===== src/rtl/processador_multiciclo.sv =====
// Multicycle 16-bit processor: eight registers, IR, A/G adder-subtractor around one shared bus.
// Tstep advances on the rising edge; all datapath registers load on the falling edge.
module processador_multiciclo (
  input  logic        Clock,
  input  logic        Resetn,
  input  logic [15:0] DIN,
  input  logic        Run,
  output logic        Done,
  output logic [15:0] BusWires
);
  localparam logic [1:0] T0 = 2'd0;
  localparam logic [1:0] T1 = 2'd1;
  localparam logic [1:0] T2 = 2'd2;
  localparam logic [1:0] T3 = 2'd3;

  logic [1:0]  Tstep, tstep_nxt;
  logic [8:0]  ir_q;
  logic [15:0] r_q [8];
  logic [15:0] a_q, g_q, bus, alu;
  logic [2:0]  op, rx, ry, r_idx;
  logic [7:0]  r_load;
  logic        ir_in, a_in, g_in, r_in, sel_din, sel_g, sel_r, sub_op;

  assign op = ir_q[8:6];
  assign rx = ir_q[5:3];
  assign ry = ir_q[2:0];

  always_comb begin
    ir_in     = 1'b0;
    a_in      = 1'b0;
    g_in      = 1'b0;
    r_in      = 1'b0;
    sel_din   = 1'b0;
    sel_g     = 1'b0;
    sel_r     = 1'b0;
    sub_op    = 1'b0;
    r_idx     = rx;
    Done      = 1'b0;
    tstep_nxt = T0;
    case (Tstep)
      T0: begin
        ir_in     = 1'b1;
        sel_din   = 1'b1;
        tstep_nxt = Run ? T1 : T0;
      end
      T1: begin
        case (op)
          3'b000: begin
            sel_r = 1'b1;
            r_idx = ry;
            r_in  = 1'b1;
            Done  = 1'b1;
          end
          3'b001: begin
            sel_din = 1'b1;
            r_in    = 1'b1;
            Done    = 1'b1;
          end
          3'b010, 3'b011: begin
            sel_r     = 1'b1;
            r_idx     = rx;
            a_in      = 1'b1;
            tstep_nxt = T2;
          end
          default: Done = 1'b1;
        endcase
      end
      // T2/T3 are only reachable from an add/sub in T1
      T2: begin
        sel_r     = 1'b1;
        r_idx     = ry;
        g_in      = 1'b1;
        sub_op    = op[0];
        tstep_nxt = T3;
      end
      default: begin
        sel_g = 1'b1;
        r_in  = 1'b1;
        Done  = 1'b1;
      end
    endcase
  end

  always_comb begin
    bus = 16'h0000;
    if (sel_din)    bus = DIN;
    else if (sel_g) bus = g_q;
    else if (sel_r) bus = r_q[r_idx];
  end

  assign BusWires = bus;
  assign alu      = sub_op ? (a_q - bus) : (a_q + bus);
  assign r_load   = r_in ? (8'b0000_0001 << rx) : 8'b0000_0000;

  always_ff @(posedge Clock or negedge Resetn) begin
    if (!Resetn) Tstep <= T0;
    else         Tstep <= tstep_nxt;
  end

  regn #(.W(9))  IR (.Clock(Clock), .Resetn(Resetn), .Rin(ir_in),     .D(bus[8:0]), .Q(ir_q));
  regn #(.W(16)) A  (.Clock(Clock), .Resetn(Resetn), .Rin(a_in),      .D(bus),      .Q(a_q));
  regn #(.W(16)) G  (.Clock(Clock), .Resetn(Resetn), .Rin(g_in),      .D(alu),      .Q(g_q));
  regn #(.W(16)) R0 (.Clock(Clock), .Resetn(Resetn), .Rin(r_load[0]), .D(bus),      .Q(r_q[0]));
  regn #(.W(16)) R1 (.Clock(Clock), .Resetn(Resetn), .Rin(r_load[1]), .D(bus),      .Q(r_q[1]));
  regn #(.W(16)) R2 (.Clock(Clock), .Resetn(Resetn), .Rin(r_load[2]), .D(bus),      .Q(r_q[2]));
  regn #(.W(16)) R3 (.Clock(Clock), .Resetn(Resetn), .Rin(r_load[3]), .D(bus),      .Q(r_q[3]));
  regn #(.W(16)) R4 (.Clock(Clock), .Resetn(Resetn), .Rin(r_load[4]), .D(bus),      .Q(r_q[4]));
  regn #(.W(16)) R5 (.Clock(Clock), .Resetn(Resetn), .Rin(r_load[5]), .D(bus),      .Q(r_q[5]));
  regn #(.W(16)) R6 (.Clock(Clock), .Resetn(Resetn), .Rin(r_load[6]), .D(bus),      .Q(r_q[6]));
  regn #(.W(16)) R7 (.Clock(Clock), .Resetn(Resetn), .Rin(r_load[7]), .D(bus),      .Q(r_q[7]));
endmodule

// Falling-edge register with load enable and asynchronous active-low clear.
module regn #(
  parameter int W = 16
) (
  input  logic         Clock,
  input  logic         Resetn,
  input  logic         Rin,
  input  logic [W-1:0] D,
  output logic [W-1:0] Q
);
  always_ff @(negedge Clock or negedge Resetn) begin
    if (!Resetn)  Q <= '0;
    else if (Rin) Q <= D;
  end
endmodule


===== config.mk =====
export PLATFORM = sky130hd
export DESIGN_NAME = processador_multiciclo
export DESIGN_NICKNAME = d
export VERILOG_FILES = /design/src/rtl/processador_multiciclo.sv
export SDC_FILE = /design/constraint.sdc
export NUM_CORES = 1
export LEC_CHECK = 0
export ABC_AREA = 1
export CAP_MARGIN = 20
export CELL_PAD_IN_SITES_DETAIL_PLACEMENT = 0
export CELL_PAD_IN_SITES_GLOBAL_PLACEMENT = 2
export CORE_MARGIN = 5
export CORE_UTILIZATION = 33
export CTS_CLUSTER_SIZE = 25
export DETAILED_ROUTE_END_ITERATION = 10
export HOLD_SLACK_MARGIN = 0.1
export PLACE_DENSITY = 0.81
export RECOVER_POWER = 50
export SLEW_MARGIN = 15
export SYNTH_ARGS = -nofsm -noshare
export SYNTH_HDL_FRONTEND = slang
export SYNTH_HIERARCHICAL = 1
export SYNTH_SLANG_ARGS = --single-unit

===== constraint.sdc =====
create_clock -name Clock -period 4.9 [get_ports Clock]
set_clock_uncertainty 0.2 [all_clocks]
set_input_delay 0.98 -clock Clock [delete_from_list [all_inputs] [get_ports Clock]]
set_output_delay 0.98 -clock Clock [all_outputs]
set_load 0.05 [all_outputs]

==> metrics.md, run 1 <==
| Metric | Value |
|---|---|
| Die X-Extent | around 190 um |
| Clock Sinks | 171 |
| Ys async rst share | 100% |
| Syn Nets | 1452 |
| Worst setup path class | reg2reg |
| I/O Pins | 36 |
| Clock tree buffer depth | 2 |
| Arrival time at the worst endpoint | between 4000 and 5000 ps |
| Hold_buf cts | 0 |
| Starting DRT DRC Count | 978 |
| Startpoint type of the worst setup path | flop |
| GRT overflow | 0 |
| Final worst slack | -1830 ps |
| Hold Path Class | reg2reg |
| Initial antenna violation count | 0 |
| Final setup fails | 213 |
| Final std cells w/o fill | about 2100 |
| Seq/Total Area, Yosys | 41.1% |
| Pins Over Slew Limit | 57 |
| Port Buffers | 35 |
| FILL cells | 3120 |
| Post-synthesis cell count | 1412 |
| Worst Max-Slew Pin Slew | 1750 ps |
| Pre-antenna DRT Iters | 5 |
| Residual DRC | 0 |
| Distinct cells, synth | 38 |
| Primary FF master, synth | dfrtn_1 |
| H-tree depth | 4 |
| First-pass GRT wire length | 55700 um |
| Cell Area, Synth | 10400 um2 |
| CP Data Required Time | 2520 ps |
| Setup crit end | G/Q[13] |
| CP peak stage delay | 400 ps |
| Mean routed wirelength per cell | between 15 and 20 um |
| Post-synth EDFFs | 0 |
| Headroom to the max-slew limit | -16.6% |
| Largest net degree at the start of global routing | 48 |
| Slowest-stage cell, CP | dfrtp_1 |
| Synth Area in Compound Gates | 2.98% |
| Worst Path Max Fanout | 7 |
| CTS tree | done |
| Setup slack, reg-to-reg | -1830 ps |
| GP Congestion | 0.884 |
| CTS buffer count | 17 |
| Reg2reg start | Tstep[0] |
| Run status | finished with violations |
| Drt via density | 4.70 |
| Rows | 65 |
| Vias in the first global route | around 9600 |
| Mux share of post-synthesis cell area | 0% |
| Synth Register Bits | 171 |
| Die Ht | ~190 um |
| Top-area cell type share of the netlist area | between 40% and 50% |
| Dpl cells | 1990 |
| CORE AREA | 31400 um2 |
| Avg Inst Size Synth | between 7 and 8 um2 |
| RSZ-0062 raised after global routing | yes |
| Post-synthesis simple-gate area fraction | 39.6% |
| ANT cells | 0 |
| Fraction of layout cells with a size suffix above 1 | 35.7% |
| Post-synthesis adder-cell area fraction | 2.60% |
| GRT Util Overall | roughly a fifth |
| Max cap viols | 2 |
| Ys Warns | 6 |
| CP startpoint | Tstep[0] |
| Clock-pin slew on the worst setup and hold paths | 70 ps |
| ANT nets after route | 0 |
| Area Overhead vs Synth | 43.9% |
| Vias | 9790 |
| Worst R2R End | G/Q[13] |
| Starting Density | ~33% |
| CP Capture Type | flop |
| Violated checks | capacitance limit, slew limit, setup timing |
| Final Hold Viols | 0 |
| Fin nets | 1709 |
| Clk_lat worst skew | 440 ps |
| DP Wirelength | between 20000 and 25000 um |
| Ranking of synthesized cells by area | dfrtn_1 41%, nand2_1 23%, nand3_1 6.5% |
| Post-Synth XOR/XNOR Area | 1.60% |
| R2r worst-path depth | 31 |
| Post-synth top area cell | dfrtn_1 |
| Die area | 35200 um2 |
| DRT Wirelength | 36800 um |
| Root Driver | clkbuf_16 |
| Largest family of logic cells by synthesized area | simple AND/OR/NAND/NOR gates |
-- sequential cells by signal (all words and copies together) (netlist names) --
register / count
R7/Q: 16
R6/Q: 16
A/Q: 16
R1/Q: 16
R3/Q: 16
R5/Q: 16
R4/Q: 16
R2/Q: 16
IR/Q: 9
R0/Q: 16
Tstep: 2
G/Q: 16
-- metal layers --
| layer | track usage [%] | share of wire, % | vias to the layer above |
|---|---|---|---|
| met4 | 5.25 | 1.9 | 0 |
| li1 | - | - | 4867 |
| met2 | 35.2 | 49 | 224 |
| met5 | 0 | 0 | - |
| met1 | 26.3 | 45 | 4644 |
| met3 | 3.07 | 3.8 | 55 |
-- layout make-up --
class	count	area (um2)	share of cell area, %
clock buffers	18	439	2.93
clock inverters	14	161	1.08
inverters	144	663	4.43
multi-input cells	1032	5740	38.3
flip-flops and latches	171	4280	28.6
well taps	402	503	3.36
repair buffers	303	3200	21.3
-- kinds of logic after synthesis --
family / Yosys count
buf+inv: 209
xor+xnor: 19
compound gates: 54
flops: 171
fa+ha+maj: 21
simple gates: 938
-- per-stage QoR --
step | worst slack, ps | area (um2) | TNS, ps | utilization, % | hold slack [ps]
detailed placement | -2180 | 12600 | -115820 | 40.0 | 210
CTS | -1790 | 13900 | -89490 | 44.4 | 212
global route | -2030 | 15000 | -183100 | 47.7 | 232
finish | -1830 | 15000 | -134460 | 47.7 | 209
global placement | -2160 | 12600 | -110050 | 40.0 | 205
floorplan | -2040 | 10600 | -43080 | - | 194
-- synth_stat cells (3+ instances only) --
master / count
a21oi_1: 33
buf_12: 10
buf_2: 14
buf_4: 3
buf_6: 29
clkbuf_1: 6
dfrtn_1: 169
ha_1: 20
inv_1: 129
inv_2: 5
inv_6: 10
nand2_1: 638
nand2_2: 68
nand3_1: 136
nand3b_1: 49
nor2_1: 24
nor2_2: 3
o211ai_1: 3
o21ai_0: 8
or2_2: 15
xnor2_1: 3
xor2_1: 16
-- what timing repair did --
action | in CTS | in global routing
setup endpoints to repair | 186 | 186
resized for setup | 135 | 156
cloned | 3 | 10
setup buffers | 19 | 37
pin swaps | 27 | 61
-- placed cells by master, fill, tap and decap left out, types with 36 or more instances in the layout --
master	n
nand2_1	584
buf_4	193
dfrtn_1	169
inv_1	108
nand2_2	106
nand3_1	75
nand3_2	56
nand3b_1	49
buf_12	36
buf_6	36
-- worst min path at each step --
stage	from	end	slack, ps	depth (start not counted)
2_1_floorplan	R0/Q[0]	R0/Q[0]	190	2
3_3_place_gp	R6/Q[8]	R6/Q[8]	210	2
3_5_place_dp	R2/Q[0]	R2/Q[0]	210	2
4_1_cts	R2/Q[0]	R2/Q[0]	210	2
5_1_grt	R4/Q[9]	R4/Q[9]	230	2
6_report	R2/Q[0]	R2/Q[0]	210	2
-- worst max-delay path: cells and delay by family (launching register included) --
family	cells	cell delay, ps
buffers and inverters	6	780
XOR/XNOR	2	330
AND/OR/NAND/NOR	16	1250
AO/OA/AOI/OAI	5	660
flip-flops	1	400
adder cells (fa/ha/maj)	2	490
Power of run 1 is not shown: default switching activity piles up to over one toggle a cycle in this logic, so the estimate is an artifact.
==> run 2: changes to the inputs <==
Settings changed: CTS_CLUSTER_DIAMETER set to 60.
Clock period 4.9 ns to 5.6 ns, I/O delays scaled along.
==> run 2 against run 1 <==
Against the previous run: the run still ends with capacitance limit, slew limit, setup timing left; via count grew 1.1%; global-route usage grew 0.44 points; routed wire length is essentially flat; clock-buffer cell count grew 2; non-clock buffer count grew 13; sequential share of layout area shrank 0.78 points; critical path depth is the same; flip-flop and latch count is the same; cell count grew 0.62%; worst setup slack gained 290 ps.
==> metrics.md, run 2 (synthesis gave the netlist of run 1 again) <==
| Metric | Value |
|---|---|
| Run status | finished with violations |
| Violated checks | capacitance limit, slew limit, setup timing |
| Hold_buf cts | 0 |
| I/O Pins | 36 |
| CP peak stage delay | 410 ps |
| Die area | approximately 35000 um2 |
| First-pass GRT wire length | around 57000 um |
| Starting Density | 33.2% |
| Root Driver | clkbuf_16 |
| Vias | 9894 |
| Fin nets | 1722 |
| Commonest non-fill, non-tap cell in the layout | nand2_1 |
| Arrival time at the worst endpoint | 4400 ps |
| Largest net degree at the start of global routing | 51 |
| GRT Util Overall | 20.6% |
| Worst setup path class | reg2reg |
| Starting DRT DRC Count | approximately 730 |
| Headroom to the max-slew limit | -124% |
| Clk_lat worst skew | ~440 ps |
| Worst Max-Slew Pin Slew | around 3400 ps |
| Die X-Extent | 188 um |
| Max cap viols | 1 |
| Setup WS pre-CTS | -1770 ps |
| Most frequent CP cell | nand2_1 |
| Slowest-stage cell, CP | dfrtp_1 |
| ANT cells | 0 |
| Die Ht | 188 um |
| CP Data Required Time | 2870 ps |
| GP Congestion | 0.853 |
| Initial antenna violation count | 0 |
| Residual DRC | 0 |
| RSZ-0062 raised after global routing | yes |
| Fraction of layout cells with a size suffix above 1 | 39.1% |
| DP Wirelength | 24600 um |
| Clock Sinks | 171 |
| CTS buffer count | 17 |
| Startpoint type of the worst setup path | flop |
| Mean routed wirelength per cell | approximately 18 um |
| GRT overflow | 0 |
| DRT Wirelength | around 37000 um |
| Rows | 65 |
| CTS tree | done |
| Port Buffers | 35 |
| Clock tree buffer depth | 2 |
| Vias in the first global route | 10100 |
| Final Hold Viols | 0 |
| Area Overhead vs Synth | 47.9% |
| H-tree depth | 4 |
| Pre-antenna DRT Iters | 5 |
| Final setup fails | 330 |
| Hold Path Class | reg2reg |
| Pins Over Slew Limit | between 40 and 50 |
| CP Capture Type | flop |
| Worst Path Max Fanout | 6 |
| Final worst slack | -1540 ps |
| Most frequent cells in the layout | 545 x nand2_1, 183 x buf_4, 169 x dfrtn_1 |
| FILL cells | 3079 |
| ANT nets after route | 0 |
| Hold WS | 211 ps |
| Clock-pin slew on the worst setup and hold paths | 70 ps |
| CORE AREA | 31400 um2 |
| Drt via density | 4.72 |
run 2: cell count changes in the layout (fill, tap and decap cells not counted), moves of 3 or more:
cell | before | now
nand2_1 | 584 | 545
nand2_2 | 106 | 129
nand2_4 | 12 | 31
buf_6 | 36 | 50
buf_4 | 193 | 183
buf_12 | 36 | 45
buf_8 | 5 | 14
nand3_1 | 75 | 67
clkbuf_16 | 26 | 20
nand3_4 | 6 | 12
buf_16 | 4 | 1
nand2_8 | 5 | 2
run 2: stage by stage:
step | cells | TNS, ps | util (%) | area (um2)
2_1_floorplan | 1412 | -22530 | - | 10600
3_3_place_gp | 1994 | -55860 | 40.1 | 12600
3_5_place_dp | 1994 | -61800 | 40.1 | 12600
4_1_cts | 2079 | -53650 | 46.7 | 14700
5_1_grt | 2097 | -254220 | 49.1 | 15400
6_report | 2097 | -161660 | 49.1 | 15400
run 2: repair_timing:
| action | 4_1_cts | 5_1_grt |
|---|---|---|
| hold endpoints to repair | 0 | 0 |
| endpoints found under the setup margin | 166 | 179 |
| cloned | 3 | 3 |
| resized for setup | 248 | 153 |
| buffers inserted | 55 | 24 |
| pin swaps | 104 | 103 |
run 2: critical path, delay by kind of cell, from the launching register on:
kind | cells | cell delay (ps)
AO/OA/AOI/OAI | 7 | 1030
XOR/XNOR | 1 | 80
adder cells (fa/ha/maj) | 3 | 760
buffers and inverters | 4 | 470
flip-flops | 1 | 410
AND/OR/NAND/NOR | 16 | 1220
run 2: cell type report:
type | count | area, um2 | share of cell area, %
well taps | 402 | 503 | 3.27
clock inverters | 12 | 114 | 0.739
clock buffers | 20 | 447 | 2.90
multi-input cells | 1032 | 6010 | 39.0
inverters | 144 | 664 | 4.31
flip-flops and latches | 171 | 4280 | 27.8
repair buffers | 316 | 3390 | 22.0
run 2: metal layers:
| metal | vias up | wire [um] | track usage [%] |
|---|---|---|---|
| met5 | - | 0 | 0 |
| met4 | 0 | 793 | 5.11 |
| met3 | 45 | 1080 | 2.38 |
| met2 | 175 | 18400 | 36.5 |
| met1 | 4772 | 16500 | 27.0 |
| li1 | 4902 | - | - |
run 2: path summary, 6_finish.rpt:
kind / startpoint / end / slack [ps] / cells past startpoint
worst max register to register: Tstep[1] / G/Q[12] / -1540 / 31
worst max-delay path: Tstep[1] / G/Q[12] / -1540 / 31
min in group asynchronous: Resetn / Tstep[0] / 1590 / 1
max in group asynchronous: Resetn / R6/Q[4] / -990 / 1
worst min-delay path: R4/Q[3] / R4/Q[3] / 210 / 2
worst min register to register: R4/Q[3] / R4/Q[3] / 210 / 2
Power of run 2 is left out for the same reason.
